**src/rtl/sc_pkg.sv**
```systemverilog
// Shared definitions for the Simple Computer: default widths and sequencer state codes.
package sc_pkg;

    localparam int SC_ADDR_WIDTH = 6;
    localparam int SC_CNT_WIDTH  = 16;

    typedef logic [2:0] seq_state_t;

    localparam seq_state_t S_IDLE      = 3'd0;
    localparam seq_state_t S_RUN       = 3'd1;
    localparam seq_state_t S_WAIT_STEP = 3'd2;
    localparam seq_state_t S_EXEC_ONE  = 3'd3;
    localparam seq_state_t S_HALTED    = 3'd4;

endpackage

```
**src/rtl/rise_edge_detect.sv**
```systemverilog
// One-cycle pulse on the rising edge of a debounced front-panel level.
module rise_edge_detect (
    input  logic clk,
    input  logic rst,
    input  logic d,
    output logic pulse
);

    logic d_q;

    always_ff @(posedge clk) begin
        if (!rst) d_q <= 1'b0;
        else      d_q <= d;
    end

    assign pulse = d & ~d_q;

endmodule

```
**src/rtl/fetch_sequencer.sv**
```systemverilog
// PC and execution sequencer: free-run / single-step / halt, next-PC select, commit counter.
//
//   state     | meaning
//   ----------+---------------------------------------------------------------
//   IDLE      | one cycle after reset, picks run or step mode
//   RUN       | free-run, one commit per cycle
//   WAIT_STEP | step mode, waiting for a step button edge (no commit)
//   EXEC_ONE  | step mode, commits exactly one instruction
//   HALTED    | HALT committed; pc and counter frozen until reset
module fetch_sequencer
    import sc_pkg::*;
#(
    parameter int ADDR_WIDTH = SC_ADDR_WIDTH,
    parameter int CNT_WIDTH  = SC_CNT_WIDTH
) (
    input  logic                  clk,
    input  logic                  rst,
    input  logic                  run,
    input  logic                  step,
    input  logic                  halt_instr,
    input  logic                  jump_en,
    input  logic [ADDR_WIDTH-1:0] jump_addr,
    input  logic                  branch_en,
    input  logic [ADDR_WIDTH-1:0] branch_off,
    output logic [ADDR_WIDTH-1:0] pc,
    output logic                  exec_en,
    output logic                  halted,
    output logic [CNT_WIDTH-1:0]  instr_count
);

    seq_state_t            state;
    seq_state_t            state_nxt;
    logic                  step_rise;
    logic [ADDR_WIDTH-1:0] pc_nxt;

    rise_edge_detect u_step_edge (
        .clk   (clk),
        .rst   (rst),
        .d     (step),
        .pulse (step_rise)
    );

    always_ff @(posedge clk) begin
        if (!rst) state <= S_IDLE;
        else      state <= state_nxt;
    end

    always_comb begin
        state_nxt = state;
        case (state)
            S_IDLE:      state_nxt = run ? S_RUN : S_WAIT_STEP;
            S_RUN: begin
                if (halt_instr) state_nxt = S_HALTED;
                else if (!run)  state_nxt = S_WAIT_STEP;
            end
            S_WAIT_STEP: begin
                if (run)            state_nxt = S_RUN;
                else if (step_rise) state_nxt = S_EXEC_ONE;
            end
            S_EXEC_ONE: begin
                if (halt_instr) state_nxt = S_HALTED;
                else if (run)   state_nxt = S_RUN;
                else            state_nxt = S_WAIT_STEP;
            end
            S_HALTED:    state_nxt = S_HALTED;
            default:     state_nxt = S_IDLE;
        endcase
    end

    always_comb begin
        exec_en = (state == S_RUN) || (state == S_EXEC_ONE);
        halted  = (state == S_HALTED);
    end

    // Branch offset is two's complement, so a plain modulo add gives pc - |off| too.
    always_comb begin
        pc_nxt = pc;
        if (exec_en && !halt_instr) begin
            if (jump_en)        pc_nxt = jump_addr;
            else if (branch_en) pc_nxt = pc + branch_off;
            else                pc_nxt = pc + ADDR_WIDTH'(1);
        end
    end

    always_ff @(posedge clk) begin
        if (!rst) pc <= '0;
        else      pc <= pc_nxt;
    end

    always_ff @(posedge clk) begin
        if (!rst)
            instr_count <= '0;
        else if (exec_en && (instr_count != {CNT_WIDTH{1'b1}}))
            instr_count <= instr_count + CNT_WIDTH'(1);
    end

endmodule

```
**config.mk**
```make
export PLATFORM = sky130hd
export DESIGN_NAME = fetch_sequencer
export DESIGN_NICKNAME = d
export VERILOG_FILES = /design/src/rtl/sc_pkg.sv /design/src/rtl/rise_edge_detect.sv /design/src/rtl/fetch_sequencer.sv
export SDC_FILE = /design/constraint.sdc
export NUM_CORES = 1
export LEC_CHECK = 0
export CELL_PAD_IN_SITES_DETAIL_PLACEMENT = 1
export CELL_PAD_IN_SITES_GLOBAL_PLACEMENT = 2
export CORE_ASPECT_RATIO = 1.1
export CORE_UTILIZATION = 32
export CTS_CLUSTER_DIAMETER = 200
export DETAILED_ROUTE_END_ITERATION = 7
export DONT_BUFFER_PORTS = 1
export GPL_ROUTABILITY_DRIVEN = 0
export PLACE_DENSITY_LB_ADDON = 0.05
export SYNTH_ARGS = -nofsm -noshare
export SYNTH_HDL_FRONTEND = slang
export SYNTH_SLANG_ARGS = --single-unit
```
**constraint.sdc**
```tcl
create_clock -name clk -period 1.6 [get_ports clk]
set_input_delay 0.4 -clock clk [delete_from_list [all_inputs] [get_ports clk]]
set_output_delay 0.4 -clock clk [all_outputs]
set_load 0.05 [all_outputs]
```
==> results.cfg, run 1 <==
[run_status]
outcome = finished, final reports clean

[flow_run]
maxCapViolCount = 0

[setup_path]
crit_chain = and2b_2 -> buf_4
crit_slowest_cell = dfxtp_1
crit_family = flip-flops
crit_buf_inv = 1
crit_fanout = 6
worstSetupPathType = reg2out
timing.critical_path.from_type = register
slowest_delay_ps = 460
worstPathArrival_ps = 1150
cp-end-kind = output port
critical_path_required_ps = 1200

[floorplan]
num_rows = 25
io_pins = 43
die_w_microns = 65.83
start_util_pct = 33.46
coreArea_sq_um = 4285
die_area_sq_um = 4753
die_height_microns = 72.21

[clocking]
clk_path_buf_depth = 2
root_buffer = clkbuf_8
h-tree-depth = 1
cts_tree = built
clk_pin_slew_ps = 100
cts_sinks = 26
cts_buffers = 3
insertion_delay_ps = 270

[grt]
grt_antenna_before_repair = 0
gr-usage-all-layers_pct = 17.78
grt_pass1_wl_mm = 6.458
grt_pass1_vias = 1379
grt_max_degree = 19
grt_overflow = 0

[timing]
slew_viol_final = 0
slew_headroom_pct = 66.84
fin_crit_ps = 1548
max_slew.worst_pin.slew_ps = 496.8
period_share_pct = 96.72
fmaxAchievable_mhz = 646.2
fin_worst_skew_ps = 5.453
hold_violations = 0
rsz0062_at_grt = true
tns_ps = 0
finalSetupViolCount = 0

[synth]
synth_nets = 195
ys_ff_latch = 26
yosys_warnings = 0
syn_area_sq_um = 1434
synthFlopType = dfxtp_1
synth_cell_type_count = 39
yosysSeqAreaShare_pct = 36.30
synth-async-reset-ratio_pct = 0
synth_edf_count = 0
syn_inst = 169
syn_avg_cell_area_sq_um = 8.484

[layout]
nets = 230
drive_gt1_share_pct = 39.41
syn_to_final_growth_pct = 33.77
n_antenna_cell = 0
fin_cells = 257
fillers = 505

[route]
ant_nets = 0
via_per_inst = 5.202
first_iter_violations = 27
wirelength_mm = 4.000
firstDrtPassIters = 3
drc = 0
vias = 1337
wl_per_cell_microns = 15.56

[power]
p_per_area_nw_per_um2 = 668.0
ir_worst_vdd_uv = 252.3
p_leak_nw = 0.7771
power_w = 0.001281

[min_path]
hp-class = in2reg

[place]
numPortBuffers = 0
hpwl_mm = 3.091
place_inst = 252
==> layout make-up <==
cell class                 instances  area, sq um  share of cell area (%)
inverter                           8        30.03                   1.566
timing repair buffer              37        277.8                   14.48
sequential                        26        565.5                   29.48
tap                               54        67.56                   3.523
clock buffer                       4        45.04                   2.348
multi-input combinational        128        932.1                   48.60
==> flip-flops by register name, indices dropped and copies added (netlist names) <==
signal           count
state                3
instr_count         16
pc                   6
u_step_edge.d_q      1
==> worst reg2reg max path, stage by stage, from the launching register on <==
cell      delay (ps)
dfxtp_4          370
ha_4             130
inv_2             30
or3_4            420
o211ai_1         210
xor2_1           190
nor2_1            50
==> through the flow <==
step                      hold WS, ps  cell area [sq um]  setup slack (ps)  util (%)
after floorplan                 478.5               1500            -19.46         -
after global placement          481.6               1802            -75.21     42.04
after detailed placement        483.2               1802            -123.3     42.04
after CTS                       188.0               1852             27.14     43.21
after global routing            182.8               1918            -8.686     44.76
final                           193.0               1918             52.44     44.76
==> Yosys cell counts, types with 4 or more instances <==
cell type / instances / area [sq um]
inv_1: 8 / 30.03
xnor2_1: 4 / 35.03
mux2i_1: 4 / 40.04
nand2b_1: 4 / 25.02
a211oi_1: 7 / 52.55
a31oi_1: 4 / 25.02
ha_1: 6 / 75.07
o21ai_0: 6 / 30.03
and2_1: 7 / 43.79
nand4_1: 5 / 31.28
dfxtp_1: 26 / 520.5
nor2_1: 18 / 67.56
nor3_1: 4 / 20.02
clkbuf_1: 4 / 15.01
xor2_1: 8 / 70.07
nand3_1: 8 / 40.04
a21oi_1: 9 / 45.04
nand2_1: 11 / 41.29
==> cells in the final DEF (no fill, tap or decap), types with 7 or more instances in the layout <==
cell type	count
a211oi_1	7
a21oi_1	7
and2_1	7
buf_4	37
dfxtp_2	12
dfxtp_4	8
nand2_1	11
nand3_1	8
nor2_1	18
xor2_1	8
==> timing repair <==
item	4_1_cts	5_1_grt
endpoints found under the hold margin	0	0
endpoints found under the setup margin	3	6
hold buffers	0	0
buffers inserted	0	1
pin swaps	0	9
gates resized for setup	1	12
==> routing by layer <==
metal	vias to the layer above	wire length [microns]	track usage, %	part of all wire (%)
met3	2	162	3.616	4.1
li1	663	-	-	-
met5	-	0	0	0
met1	646	1657	19.05	41
met2	26	2155	34.01	54
met4	0	25	5.556	0.63
==> path summary, 6_finish.rpt <==
path,startpoint,to,slack (ps),depth (start not counted)
setup / recovery,state[0]$_SDFFE_PN0P_,exec_en,50,2
hold / removal,run,state[1]$_SDFFE_PN0P_,190,1
setup reg to reg,instr_count[1]$_SDFFE_PN0P_,instr_count[3]$_SDFFE_PN0P_,70,6
hold reg to reg,pc[1]$_SDFFE_PN0P_,pc[1]$_SDFFE_PN0P_,540,2
==> kinds of logic after synthesis <==
group,Yosys count,synth area share [%]
and+or+nand+nor,70,25.65
muxes,4,2.792
AOI/OAI and AO/OA,35,16.67
xor gates and xnor gates,12,7.330
adders and majority gates,7,6.632
DFF,26,36.30
buffers and inverters,15,4.625
==> report_power, final <==
part	total, W	switching [W]	internal [W]
Sequential	0.000674	0.0000179	0.000656
Combinational	0.000219	0.000132	0.0000862
Clock	0.000388	0.000210	0.000178
(Power assumes the default switching activity.)
==> run 2, diff against run 1 <==
TNS_END_PERCENT = 20   (was default)
==> run 2 against run 1 <==
  * Sequential share of layout area rose by 0.89 points
  * Flip-flop and latch count did not move
  * Via count fell by 1.4%
  * Sequential power barely moved
  * Combinational power fell by 3%
  * Design area fell by 3.6%
  * Critical path depth rose by 4
  * Worst hold slack got worse by 5.1 ps
  * Total power barely moved
  * Final cell count fell by 1.9%
  * Critical path type is now reg2reg
  * Critical endpoint is now instr_count[3]$_SDFFE_PN0P_
  * Largest power group unchanged
==> results.cfg, run 2 (synthesis results as in run 1) <==
[layout]
fin_cells = 252
syn_to_final_growth_pct = 28.97
largest_reg_flops = 16
fillers = 503
top_register = instr_count
n_antenna_cell = 0
layout_common_cells = buf_4, nor2_1, dfxtp_2
drive_gt1_share_pct = 34.34
finalInstanceArea_sq_um = 1849
nets = 225
final_common_cell = buf_4
reg_top3 = instr_count: 16 flops, pc: 6 flops, state: 3 flops

[clocking]
insertion_delay_ps = 270
cts_buffers = 3
clk_pin_slew_ps = 100
root_buffer = clkbuf_8
clk_path_buf_depth = 2
cts_sinks = 26
cts_tree = built
h-tree-depth = 1

[grt]
grt_pass1_vias = 1401
gr-usage-all-layers_pct = 17.08
grt_max_degree = 19
grt_pass1_wl_mm = 6.272
grt_antenna_before_repair = 0
grt_overflow = 0

[place]
hpwl_mm = 3.020
numPortBuffers = 0
place_inst = 248
dpl_cell_area_sq_um = 1760

[power]
p_per_area_nw_per_um2 = 692.7
p_leak_nw = 0.7454
ir_worst_vdd_uv = 314.4

[route]
wl_per_cell_microns = 15.41
drc = 0
wl_met1_mm = 1.690
met2_length_mm = 1.954
vias = 1318
via_per_inst = 5.230
route.met3.wl_microns = 215
highest_layer = met4
wirelength_mm = 3.884
firstDrtPassIters = 4
first_iter_violations = 52
ant_nets = 0

[floorplan]
die_area_sq_um = 4753
coreArea_sq_um = 4285
start_util_pct = 33.46
die_height_microns = 72.21
io_pins = 43
die_w_microns = 65.83
num_rows = 25

[min_path]
hp-class = in2reg

[setup_path]
worstPathArrival_ps = 1680
slowest_delay_ps = 430
critical_path_required_ps = 1750
worstSetupPathType = reg2reg
crit_slowest_cell = or3_4
timing.critical_path.from_type = register
r2r_slack_ps = 60
crit_chain = ha_4 -> inv_1 -> or3_4 -> o211ai_1 -> xor2_1 -> nor2_1
cp-end-kind = register
crit_fanout = 8

[timing]
slew_headroom_pct = 67.40
fmaxAchievable_mhz = 651.3
max_slew.worst_pin.slew_ps = 488.4
fin_crit_ps = 1535
period_share_pct = 95.96
hold_violations = 0
fin_worst_skew_ps = 4.298
finalSetupViolCount = 0
slew_viol_final = 0
rsz0062_at_grt = true

[flow_run]
maxCapViolCount = 0

[run_status]
outcome = finished, final reports clean
## run 2: critical path: cells and delay by family, from the launching register on
family	cells	cell delay, ps
fa+ha+maj	1	130
flops	1	370
simple gates	2	480
compound gates	1	230
buf+inv	1	40
xor+xnor	1	170
## run 2: final timing paths
kind | startpoint | cells past startpoint | end
max | instr_count[1]$_SDFFE_PN0P_ | 6 | instr_count[3]$_SDFFE_PN0P_
min | run | 1 | state[1]$_SDFFE_PN0P_
max reg2reg | instr_count[1]$_SDFFE_PN0P_ | 6 | instr_count[3]$_SDFFE_PN0P_
min reg2reg | state[0]$_SDFFE_PN0P_ | 1 | state[1]$_SDFFE_PN0P_
## run 2: layer usage
layer / track usage [%] / vias to the layer above
met2: 31.52 / 29
met4: 5.797 / 0
met1: 19.00 / 629
met3: 3.616 / 2
met5: 0 / -
li1: - / 658
## run 2: area by class of cell
cell class	count	area (sq um)	area share [%]
Inverter	8	30.03	1.624
Tap cell	54	67.56	3.654
Timing Repair Buffer	32	240.2	12.99
Clock buffer	4	45.04	2.436
Multi-Input combinational cell	128	904.6	48.92
Sequential cell	26	561.8	30.38
## run 2: through the flow
stage | setup TNS, ps | total power (W) | setup slack, ps | hold slack (ps) | util, %
floorplan | -940.8 | 0.0008413 | -267.3 | 478.5 | -
CTS | 0 | 0.001297 | 10.31 | 175.9 | 42.25
detailed placement | -463.6 | 0.0008896 | -126.1 | 481.1 | 41.08
global route | -27.80 | 0.001360 | -16.55 | 174.4 | 43.15
finish | 0 | 0.001281 | 64.63 | 187.8 | 43.15
global placement | -278.8 | 0.0008826 | -93.92 | 481.0 | 41.08
## run 2: power breakdown
part	internal, W	total (W)	switching, W
sequential	0.000657	0.000673	0.0000164
combinational	0.0000826	0.000212	0.000129
clock	0.000179	0.000396	0.000217
## run 2: repair_timing
| action | CTS | global route |
|---|---|---|
| hold endpoints to repair | 0 | 0 |
| pin swaps | 0 | 6 |
| hold buffers | 0 | 0 |
| gates resized for setup | 1 | 10 |
| setup endpoints to repair | 4 | 6 |
| setup buffers | 0 | 0 |
==> run 3, diff against run 2 <==
CTS_CLUSTER_SIZE = 24   (was default)
GPL_TIMING_DRIVEN = 0   (was default)
==> run 3 against run 2 <==
  * The run now ends with setup timing left
  * Utilization fell by 2.7 points
  * Total power rose by 2.9%
  * Critical endpoint unchanged
  * Worst hold slack improved by 11 ps
  * Fmax fell by 11%
  * Die area did not move
  * Final cell count fell by 8.7%
  * Highest routed layer unchanged
==> results.cfg, run 3 (synthesis results as in run 1) <==
[run_status]
outcome = finished, violations left
violations = setup timing

[route]
wirelength_mm = 3.816
ant_nets = 0
drc = 0
via_per_inst = 5.504
first_iter_violations = 48
vias = 1266
firstDrtPassIters = 4
wl_per_cell_microns = 16.59

[floorplan]
die_area_sq_um = 4753
die_w_microns = 65.83
num_rows = 25
coreArea_sq_um = 4285
die_height_microns = 72.21
io_pins = 43
start_util_pct = 33.46

[setup_path]
critPathLaunch = instr_count[0]$_SDFFE_PN0P_
worstReg2RegStart = instr_count[0]$_SDFFE_PN0P_
crit_chain = ha_4 -> inv_1 -> or3_4 -> buf_6 -> o211ai_1 -> xor2_1 -> nor2_1
worstSetupPathType = reg2reg
worstPathArrival_ps = 1890
slowest_delay_ps = 480
crit_fanout = 7
crit_slowest_cell = dfxtp_4
critical_path_required_ps = 1750
timing.critical_path.from_type = register
crit_buf_inv = 2
cp-end-kind = register
crit_family = flip-flops

[layout]
n_antenna_cell = 0
utilization_pct = 40.47
syn_to_final_growth_pct = 20.94
nets = 203
top_register = instr_count
largest_reg_flops = 16
final_common_cell = nor2_1
fin_cells = 230
drive_gt1_share_pct = 29.55
layout_common_cells = nor2_1, dfxtp_4, nand2_1
reg_top3 = instr_count: 16 flops, pc: 6 flops, state: 3 flops

[power]
comb_power_share_pct = 12.0
p_int_w = 0.0009368
seqPwrFrac_pct = 54.4
clkPwrFrac_pct = 33.6
p_sw_w = 0.0003810
ir_worst_vdd_uv = 255.1
power_w = 0.001318
p_leak_nw = 0.6140
swShare_pct = 28.91
p_per_area_nw_per_um2 = 759.9

[place]
hpwl_mm = 2.837
numPortBuffers = 0
place_inst = 223
post-place-ws_ps = -465.8

[timing]
fmaxAchievable_mhz = 577.0
max_slew.worst_pin.slew_ps = 601.1
slew_headroom_pct = 59.89
finalSetupViolCount = 11
layout_setup_ws_ps = -133.0
fin_hold_ws_ps = 199.2
hold_violations = 0
rsz0062_at_grt = true
slew_viol_final = 0
fin_crit_ps = 1733
fin_worst_skew_ps = 5.431
period_share_pct = 108.3

[clocking]
cts_buffers = 3
root_buffer = clkbuf_8
cts_tree = built
insertion_delay_ps = 270
cts_sinks = 26
clk_path_buf_depth = 2
h-tree-depth = 1
clk_pin_slew_ps = 100

[grt]
grt_max_degree = 15
gr-usage-all-layers_pct = 17.29
grt_pass1_vias = 1308
grt_pass1_wl_mm = 6.292
grt_overflow = 0
grt_antenna_before_repair = 0

[min_path]
hp-start = run
hp-class = in2reg

[flow_run]
maxCapViolCount = 0
-- run 3: cell types whose count changed in the layout (fill, tap and decap cells not counted), moves of 3 or more --
cell      previous run  this run
dfxtp_1              7         3
clkbuf_1             1         4
dfxtp_4              7        14
dfxtp_2             12         9
buf_4               32         4
-- run 3: metal layers --
metal / global-route usage [%] / vias up / share of wire (%)
met3: 3.931 / 4 / 5.6
met1: 22.07 / 621 / 45
met5: 0 / - / 0
met4: 5.072 / 0 / 1.1
li1: - / 610 / -
met2: 28.80 / 31 / 49
-- run 3: worst paths after layout --
path	slack, ps	endpoint	cells after the start
max	-130	instr_count[3]$_SDFFE_PN0P_	7
min	200	state[1]$_SDFFE_PN0P_	1
max reg2reg	-130	instr_count[3]$_SDFFE_PN0P_	7
min reg2reg	530	state[0]$_SDFFE_PN0P_	1
-- run 3: power groups by stage --
stage | clock, W | sequential (W) | combinational, W
2_1_floorplan | 0 | 0.000730 | 0.000112
3_3_place_gp | 0 | 0.000735 | 0.000133
3_5_place_dp | 0 | 0.000736 | 0.000140
4_1_cts | 0.000460 | 0.000719 | 0.000154
5_1_grt | 0.000492 | 0.000722 | 0.000178
6_report | 0.000443 | 0.000717 | 0.000158
-- run 3: final cells by class --
cell class	count	area (sq um)
timing repair buffer	3	22.52
inverter	8	30.03
sequential	26	584.3
buffer	7	38.79
multi-input combinational	128	935.9
fill	494	2551
clock buffer	4	55.05
tap	54	67.56
-- run 3: repair_timing --
action,CTS,global route
buffers inserted,2,1
gates cloned,0,0
hold buffers,0,0
setup endpoints to repair,23,22
resized for setup,27,4
pin swaps,11,6
-- run 3: worst register-to-register path: cells and delay by family (launching register included) --
kind | cells | cell delay, ps
AOI/OAI and AO/OA | 1 | 210
buffers and inverters | 2 | 180
DFF | 1 | 480
adders and majority gates | 1 | 170
and+or+nand+nor | 2 | 400
xor gates and xnor gates | 1 | 180
-- run 3: stage by stage --
stage	cell area (sq um)	TNS, ps
after floorplan	1489	-940.8
after global placement	1556	-3658
after detailed placement	1556	-4259
after CTS	1703	-723.1
after global routing	1734	-2535
final	1734	-747.2
